<file path="config.mk">
export PLATFORM = sky130hd
export DESIGN_NAME = mem_access_ctrl
export DESIGN_NICKNAME = d
export VERILOG_FILES = /design/src/rtl/mem_ctrl_pkg.sv /design/src/rtl/mem_timeout_cnt.sv /design/src/rtl/mem_access_ctrl.sv
export SDC_FILE = /design/constraint.sdc
export NUM_CORES = 1
export LEC_CHECK = 0
export ABC_AREA = 1
export CAP_MARGIN = 5
export CORE_MARGIN = 2
export CORE_UTILIZATION = 30
export DETAILED_ROUTE_END_ITERATION = 10
export GPL_TIMING_DRIVEN = 1
export PLACE_DENSITY_LB_ADDON = 0.2
export SYNTH_ARGS = -nofsm -noshare
export SYNTH_HDL_FRONTEND = slang
export SYNTH_HIERARCHICAL = 1
export SYNTH_SLANG_ARGS = --single-unit
export TNS_END_PERCENT = 5
</file>
<file path="constraint.sdc">
create_clock -name clk -period 2 [get_ports clk]
set_clock_uncertainty 0.15 [all_clocks]
set_input_delay 0.4 -clock clk [delete_from_list [all_inputs] [get_ports clk]]
set_output_delay 0.4 -clock clk [all_outputs]
set_load 0.03 [all_outputs]
</file>
<file path="src/rtl/mem_ctrl_pkg.sv">
// Shared definitions for the memory-stage access controller: state encoding,
// data/address width and the default access timeout.
// No ports; imported by mem_access_ctrl and mem_timeout_cnt.
package mem_ctrl_pkg;

  localparam int DATA_W      = 16;
  localparam int TIMEOUT_DEF = 64;

  typedef enum logic [2:0] {
    IDLE  = 3'd0,
    ISSUE = 3'd1,
    WAIT  = 3'd2,
    RESP  = 3'd3,
    DUMP  = 3'd4
  } state_t;

endpackage

</file>
<file path="src/rtl/mem_timeout_cnt.sv">
// Access watchdog: 8-bit up-counter with synchronous clear and count enable;
// tc is a pure decode of the count register (count == LIMIT-1).
// Ports: clk, rst (async active-low), clr, en in; tc out. Saturates at 8'hFF.
module mem_timeout_cnt #(
  parameter int LIMIT = mem_ctrl_pkg::TIMEOUT_DEF
) (
  input  logic clk,
  input  logic rst,
  input  logic clr,
  input  logic en,
  output logic tc
);

  logic [7:0] count;

  always_ff @(posedge clk or negedge rst) begin
    if (!rst) begin
      count <= 8'd0;
    end else if (clr) begin
      count <= 8'd0;
    end else if (en && (count != 8'hFF)) begin
      count <= count + 8'd1;
    end
  end

  // Asserted during the LIMIT-th enabled cycle, so the access is abandoned
  // after exactly LIMIT cycles of ISSUE+WAIT.
  assign tc = (count == 8'(LIMIT - 1));

endmodule

</file>
<file path="src/rtl/mem_access_ctrl.sv">
// Memory-stage access controller: registers one load/store, runs the memory
// stall/done handshake, captures load data, flags errors/timeouts, sequences the halt dump.
// Latency: accept -> ISSUE -> RESP(done) best case (t+2); each mem_stall / WAIT cycle adds one.
// Backpressure: stall_pipe holds the pipeline from the accept cycle through ISSUE/WAIT; low in RESP.
// Ports: EX/MEM side valid, memRead, memWrite, aluRes, writedata, halt; memory side
//   mem_enable, mem_wr, mem_addr, mem_data_in, mem_data_out, mem_stall, mem_done, mem_err;
//   status readData, stall_pipe, done, err, mem_dump.
// Build option: MEM_ALIGN_CHECK_EN rejects odd addresses with err instead of masking bit 0.
module mem_access_ctrl
  import mem_ctrl_pkg::*;
#(
  parameter int TIMEOUT = TIMEOUT_DEF
) (
  input  logic              clk,
  input  logic              rst,
  input  logic              valid,
  input  logic              memRead,
  input  logic              memWrite,
  input  logic [DATA_W-1:0] aluRes,
  input  logic [DATA_W-1:0] writedata,
  input  logic              halt,
  output logic              mem_enable,
  output logic              mem_wr,
  output logic [DATA_W-1:0] mem_addr,
  output logic [DATA_W-1:0] mem_data_in,
  input  logic [DATA_W-1:0] mem_data_out,
  input  logic              mem_stall,
  input  logic              mem_done,
  input  logic              mem_err,
  output logic              mem_dump,
  output logic [DATA_W-1:0] readData,
  output logic              stall_pipe,
  output logic              done,
  output logic              err
);

  state_t state, next_state;
  logic   accept, dump_go, set_err, capture, cnt_en, timeout, dump_arm;

  assign cnt_en = (state == ISSUE) || (state == WAIT);

  mem_timeout_cnt #(.LIMIT(TIMEOUT)) u_tmo (
    .clk (clk),
    .rst (rst),
    .clr (accept),
    .en  (cnt_en),
    .tc  (timeout)
  );

  always_ff @(posedge clk or negedge rst) begin
    if (!rst) state <= IDLE;
    else      state <= next_state;
  end

  always_comb begin
    next_state = state;
    accept     = 1'b0;
    dump_go    = 1'b0;
    set_err    = 1'b0;
    capture    = 1'b0;
    case (state)
      IDLE: begin
        // halt has priority over a memory op in the same instruction slot.
        if (valid && halt) begin
          if (dump_arm) begin
            dump_go    = 1'b1;
            next_state = DUMP;
          end
        end else if (valid && (memRead || memWrite)) begin
          accept = 1'b1;
`ifdef MEM_ALIGN_CHECK_EN
          if (aluRes[0]) begin
            next_state = RESP;
            set_err    = 1'b1;
          end else begin
            next_state = ISSUE;
          end
`else
          next_state = ISSUE;
`endif
        end
      end
      ISSUE: begin
        // A done that lands on the timeout cycle completes the access normally.
        if (!mem_stall && mem_done) begin
          next_state = RESP;
          set_err    = mem_err;
          capture    = !mem_wr && !mem_err;
        end else if (timeout) begin
          next_state = RESP;
          set_err    = 1'b1;
        end else if (!mem_stall) begin
          next_state = WAIT;
        end
      end
      WAIT: begin
        if (mem_done) begin
          next_state = RESP;
          set_err    = mem_err;
          capture    = !mem_wr && !mem_err;
        end else if (timeout) begin
          next_state = RESP;
          set_err    = 1'b1;
        end
      end
      RESP:    next_state = IDLE;
      DUMP:    next_state = IDLE;
      default: next_state = IDLE;
    endcase
    // Gated by rst so the pipeline is never frozen while the block is held in reset.
    stall_pipe = rst && (accept || (state == ISSUE) || (state == WAIT));
  end

  always_ff @(posedge clk or negedge rst) begin
    if (!rst) begin
      mem_enable  <= 1'b0;
      mem_wr      <= 1'b0;
      mem_addr    <= '0;
      mem_data_in <= '0;
      readData    <= '0;
      done        <= 1'b0;
      err         <= 1'b0;
      mem_dump    <= 1'b0;
      dump_arm    <= 1'b1;
    end else begin
      mem_enable <= (next_state == ISSUE);
      done       <= (next_state == RESP);
      err        <= set_err;
      mem_dump   <= (next_state == DUMP);
      if (accept) begin
        mem_wr      <= memWrite && !memRead;
`ifdef MEM_ALIGN_CHECK_EN
        mem_addr    <= aluRes;
`else
        mem_addr    <= aluRes & 16'hFFFE;
`endif
        mem_data_in <= writedata;
      end
      if (capture) readData <= mem_data_out;
      // One dump per assertion of valid&halt; re-armed once it drops.
      if (!(valid && halt)) dump_arm <= 1'b1;
      else if (dump_go)     dump_arm <= 1'b0;
    end
  end

endmodule
</file>
==> flow_summary.yaml, run 1 <==
run_status:
  status: "finished, final reports clean"
critical_path:
  r2r-end: "mem_enable$_DFF_PN0_"
  path_class: "flop to output port"
  cp.arrival_ns: 1.42
  ff2ff_setup_slack_ns: 0.18
  reg2reg_depth: 9
  crit_required_ns: 1.45
  start_kind: "flop"
  cp-end-kind: "output port"
  critPathMaxFanout: 4
  timing.rr.start: "u_tmo/count[0]$_DFFE_PN0P_"
detailed_routing:
  route.final.wire_length_um: 7000
  routedWlPerCell_um: 12.3
  drc: 0
  drtIter0Drc: 98
  ant_nets: 0
  vias: 2515
  via_per_inst: 4.41
  dr.pass1.iters: 4
floorplanning:
  fp-row-count: 35
  dieArea_mm2: 0.0101
  core_area_mm2: 0.00915
  die_height_um: 101
  pin_count: 111
  die_x_um: 101
  start_util: 0.306
global_routing:
  track_usage: 0.146
  grt_max_degree: 65
  grt.overflow.total: 0
  antenna_found_initial: 0
  grt_pass1_vias: 2540
  grt_pass1_wl_um: 11600
timing:
  max_freq_ghz: 0.507
  fin_crit_sh: 0.986
  slew_headroom: 0.454
  hold_violations: 0
  setup_violations: 0
  rsz0062_at_grt: "true"
  finalCriticalPeriod_ns: 1.97
  drv_slew: 0
  whs_ns: 0.135
  tightestPinTransition_ns: 0.819
power_and_ir_drop:
  power.leakage_nw: 2.19
  peakVddDrop_uv: 608
  power_w: 0.00676
  power_density_mw_per_mm2: 1570
synth:
  synth-seq-cells: 64
  yosysWarnings: 6
  avgSynthCellArea_um2: 8.49
  synthTopCellsByArea: "dfrtp_1 (56%), nand2_1 (22%), nand4_1 (3.6%)"
  syn_nets: 388
  synthCells: 330
  synth_top_cell_by_area: "dfrtp_1"
  netlist_area_mm2: 0.00280
  synth_cell_types: 28
  yosys.area.top_type_share: 0.563
  synth_seq_area_share: 0.572
clock_network:
  root_buffer: "clkbuf_8"
  cts_tree: "done"
  clkSinkCount: 64
  clock_latency_ns: 0.34
  cts_max_path_buffers: 2
  holdBufCountCts: 0
  h-tree-depth: 3
  numCtsBuffers: 9
  clk_pin_slew_ns: 0.08
final_layout:
  fin_nets: 512
  syn2layout_area_growth_pct: 54.0
  layout_common_cells: "nand2_1 (162), clkdlybuf4s50_1 (99), dfrtp_1 (62)"
  drive_above_1_share: 0.122
  diodes: 0
  fill_cells: 917
  layout_commonest_cell: "nand2_1"
job:
  drv_cap: 0
place:
  dp_hpwl_um: 4910
  place.gp.congestion: 0.854
  place.port_buffers: 108
min_path:
  hold_class: "primary input to asynchronous set/reset pin"
-- flip-flops by register name (all words and copies together) (netlist names) --
signal,cells
done,1
dump_arm,1
err,1
mem_addr,15
mem_data_in,16
mem_dump,1
mem_enable,1
mem_wr,1
readData,16
state,3
u_tmo/count,8
-- how the worst max path moves through the flow --
stage / startpoint / end / slack [ns] / cells past startpoint
after floorplan: state[0]$_DFF_PN0_ / stall_pipe / 0.18 / 7
after global placement: memWrite / stall_pipe / -0.04 / 8
after detailed placement: memRead / stall_pipe / -0.05 / 8
after CTS: valid / stall_pipe / -0.04 / 8
after global routing: state[2]$_DFF_PN0_ / stall_pipe / -0.08 / 8
final: state[1]$_DFF_PN0_ / stall_pipe / 0.03 / 6
-- stage by stage --
| stage | utilization | cells | TNS, ns | instance area (um2) | setup WS [ns] |
|---|---|---|---|---|---|
| floorplan | - | 330 | 0 | 2800 | 0.184 |
| global placement | 0.439 | 548 | -0.0377 | 4020 | -0.0377 |
| detailed placement | 0.439 | 548 | -0.0490 | 4020 | -0.0490 |
| CTS | 0.465 | 567 | -0.0436 | 4250 | -0.0436 |
| global route | 0.471 | 570 | -0.0788 | 4310 | -0.0788 |
| finish | 0.471 | 570 | 0 | 4310 | 0.0288 |
-- final cells by class --
class / instances / area, um2 / share of cell area
clock buffer: 11 / 141 / 0.0328
clock inverter: 5 / 57.6 / 0.0133
inverter: 24 / 95.1 / 0.0220
multi-input combinational: 231 / 1060 / 0.245
sequential: 64 / 1600 / 0.372
tap: 111 / 139 / 0.0322
timing repair buffer: 124 / 1220 / 0.283
-- worst max-delay path, cell delays in order, from the launching register on --
cell,delay [ns]
dfrtp_2,0.45
buf_4,0.15
nand2_2,0.12
nand2_4,0.06
nor2_1,0.09
nor2_1,0.05
buf_4,0.16
-- timing repair --
action                                  CTS  global route
pin swaps                                 4             5
buffers inserted                          3             3
resized for setup                         4            15
endpoints found under the hold margin     0             0
endpoints found under the setup margin    2             5
-- logic make-up after synthesis --
| family | share of synthesized area |
|---|---|
| AO/OA/AOI/OAI | 0.0174 |
| XOR/XNOR | 0.0125 |
| adder cells (fa/ha/maj) | 0.00447 |
| buffers and inverters | 0.0625 |
| flip-flops | 0.572 |
| other | 0.00134 |
| AND/OR/NAND/NOR | 0.330 |
-- where the power goes --
part           internal (W)  total (W)  switching, W
registers           0.00186    0.00219      0.000329
clock network      0.000608    0.00112      0.000512
logic               0.00142    0.00346       0.00204
-- Yosys cell counts, drive strengths merged --
| master | count |
|---|---|
| clkbuf | 1 |
| conb | 1 |
| clkinv | 1 |
| nor4 | 3 |
| xor2 | 3 |
| dfrtp | 63 |
| nand4 | 16 |
| xnor2 | 1 |
| nor2 | 14 |
| buf | 10 |
| o22ai | 1 |
| nand3 | 12 |
| a21oi | 3 |
| dfstp | 1 |
| nand2 | 170 |
| inv | 23 |
| o21bai | 1 |
| or2 | 1 |
| ha | 1 |
| o21ai | 4 |
-- layer usage --
metal / up-vias / global-route usage / routed length, um
met2: 86 / 0.220 / 3070
met4: 0 / 0.0632 / 97
li1: 1274 / - / -
met5: - / 0 / 0
met3: 9 / 0.0645 / 660
met1: 1146 / 0.181 / 3170
Note: power is estimated with default switching activity, not from simulation.
==> run 2: changes to the inputs <==
Clock period 2 ns to 1.8 ns, I/O delays scaled along.
==> run 2 against run 1 <==
The flow now finishes with violations (negative setup slack). Core utilization increased by 0.57 points. Sequential share of layout area decreased by 0.42 points. Non-clock buffer count increased by 13. Critical path type unchanged. Largest power group unchanged.
==> flow_summary.yaml, run 2 (synthesis results as in run 1) <==
critical_path:
  timing.rr.start: "u_tmo/count[0]$_DFFE_PN0P_"
  path_class: "flop to output port"
  cp-end-kind: "output port"
  reg2reg_depth: 10
  cp_slowest_stage_delay_ns: 0.42
  critPathMaxFanout: 3
  crit_family: "flip-flops"
  ff2ff_setup_slack_ns: 0.07
  crit_slowest_cell: "dfrtp_2"
  crit_required_ns: 1.29
  cp.arrival_ns: 1.43
  path_cells: "buf_6 -> nor2_4 -> nand2_2 -> inv_2 -> nor2_1 -> nor2_1 -> buf_4"
  start_kind: "flop"
  path_buf_inv: 3
  r2r-end: "mem_enable$_DFF_PN0_"
  crit_path_frequent_cell: "nor2_1"
place:
  place.gp.congestion: 0.796
  post-place-cells: 557
  place.port_buffers: 108
  dpl-instance-area_mm2: 0.00410
  pre_cts_ws_ns: -0.192
  dp_hpwl_um: 4960
global_routing:
  track_usage: 0.151
  grt_pass1_vias: 2607
  antenna_found_initial: 0
  grt.overflow.total: 0
  grt_pass1_wl_um: 12100
  grt_max_degree: 65
power_and_ir_drop:
  switchingPower_w: 0.00323
  power.leakage_nw: 2.37
  clockPowerShare: 0.176
  pwr-share-comb: 0.495
  p_int_w: 0.00403
  swShare: 0.445
  power_density_mw_per_mm2: 1660
  peakVddDrop_uv: 774
  seqPwrFrac: 0.329
run_status:
  status: "finished with violations"
  violations: "negative setup slack"
floorplanning:
  die_x_um: 101
  start_util: 0.306
  fp-row-count: 35
  dieArea_mm2: 0.0101
  die_height_um: 101
  pin_count: 111
  core_area_mm2: 0.00915
clock_network:
  clkSinkCount: 64
  root_buffer: "clkbuf_8"
  h-tree-depth: 3
  clock_latency_ns: 0.34
  clk_pin_slew_ns: 0.07
  cts_max_path_buffers: 2
  cts_tree: "done"
  numCtsBuffers: 9
min_path:
  hold_class: "primary input to flop"
  hold_path_depth: 3
  hp-start: "halt"
  whs_endpoint: "mem_dump$_DFF_PN0_"
final_layout:
  fill_cells: 896
  diodes: 0
  fin_cells: 583
  layout_common_cells: "nand2_1 (162), dfrtp_1 (61), clkdlybuf4s50_1 (52), dlygate4sd2_1 (52), buf_4 (26)"
  fin_nets: 525
  fin_area_mm2: 0.00437
  syn2layout_area_growth_pct: 55.8
  drive_above_1_share: 0.155
  layout_commonest_cell: "nand2_1"
  largestRegisters: "mem_data_in (16), readData (16), mem_addr (15)"
timing:
  hold_violations: 0
  setup_ws_ns: -0.142
  fin_crit_sh: 1.08
  drv_slew: 0
  rsz0062_at_grt: "true"
  setup_violations: 1
  max_freq_ghz: 0.515
  finalCriticalPeriod_ns: 1.94
detailed_routing:
  routedWlPerCell_um: 12.2
  drc: 0
  ant_nets: 0
  route.final.wire_length_um: 7130
  via_per_inst: 4.40
  dr.pass1.iters: 4
  drtIter0Drc: 112
  vias: 2568
job:
  drv_cap: 0
==> run 2: routing by layer <==
layer / track usage / part of all wire / wire [um] / vias up
met5: 0 / 0 / 0 / -
met4: 0.0506 / 0.011 / 78 / 0
met3: 0.0631 / 0.090 / 641 / 8
met2: 0.227 / 0.44 / 3140 / 87
met1: 0.197 / 0.46 / 3270 / 1173
li1: - / - / - / 1300
==> run 2: final cells by class <==
type	count	area (um2)	share of cell area
well taps	111	139	0.0318
multi-input cells	231	1060	0.242
flip-flops and latches	64	1610	0.368
repair buffers	137	1260	0.289
clock inverters	6	67.6	0.0155
clock buffers	10	138	0.0315
inverters	24	95.1	0.0218
==> run 2: through the flow <==
stage               utilization  hold WS, ns  setup TNS, ns  total power [W]
floorplan                     -      -0.0856              0          0.00459
global placement          0.448        0.305          -4.25          0.00622
detailed placement        0.448        0.308          -4.40          0.00627
CTS                       0.469        0.324         -0.246          0.00726
global route              0.477        0.213         -0.438          0.00781
finish                    0.477        0.207         -0.142          0.00727
==> run 2: worst reg2reg max path, stage by stage (launching register included) <==
cell     delay (ns)
dfrtp_1        0.36
ha_1           0.19
nand3_2        0.10
nor4_1         0.18
buf_4          0.16
nor2_1         0.04
o21ai_0        0.19
buf_4          0.16
inv_1          0.03
nand2_1        0.05
inv_1          0.03
==> run 2: how the worst max path moves through the flow <==
stage                                   from         end  slack (ns)  cells past startpoint
after floorplan           state[0]$_DFF_PN0_  stall_pipe        0.02                      7
after global placement              memWrite  stall_pipe       -0.16                      8
after detailed placement            memWrite  stall_pipe       -0.19                      8
after CTS                 state[0]$_DFF_PN0_  stall_pipe       -0.25                      8
after global routing      state[0]$_DFF_PN0_  stall_pipe       -0.28                      8
final                     state[1]$_DFF_PN0_  stall_pipe       -0.14                      7
==> run 2: repair_timing <==
action / 4_1_cts / 5_1_grt
setup buffers: 4 / 5
hold endpoints to repair: 63 / 0
gates resized for setup: 57 / 12
pin swaps: 5 / 6
hold buffers: 1 / 0
endpoints found under the setup margin: 53 / 6
==> run 2: power by group through the flow <==
stage                     clock, W  combinational, W  sequential (W)
after floorplan                  0           0.00108         0.00351
after global routing       0.00139           0.00394         0.00248
after CTS                  0.00133           0.00354         0.00239
after detailed placement         0           0.00385         0.00243
after global placement           0           0.00380         0.00242
final                      0.00128           0.00360         0.00239
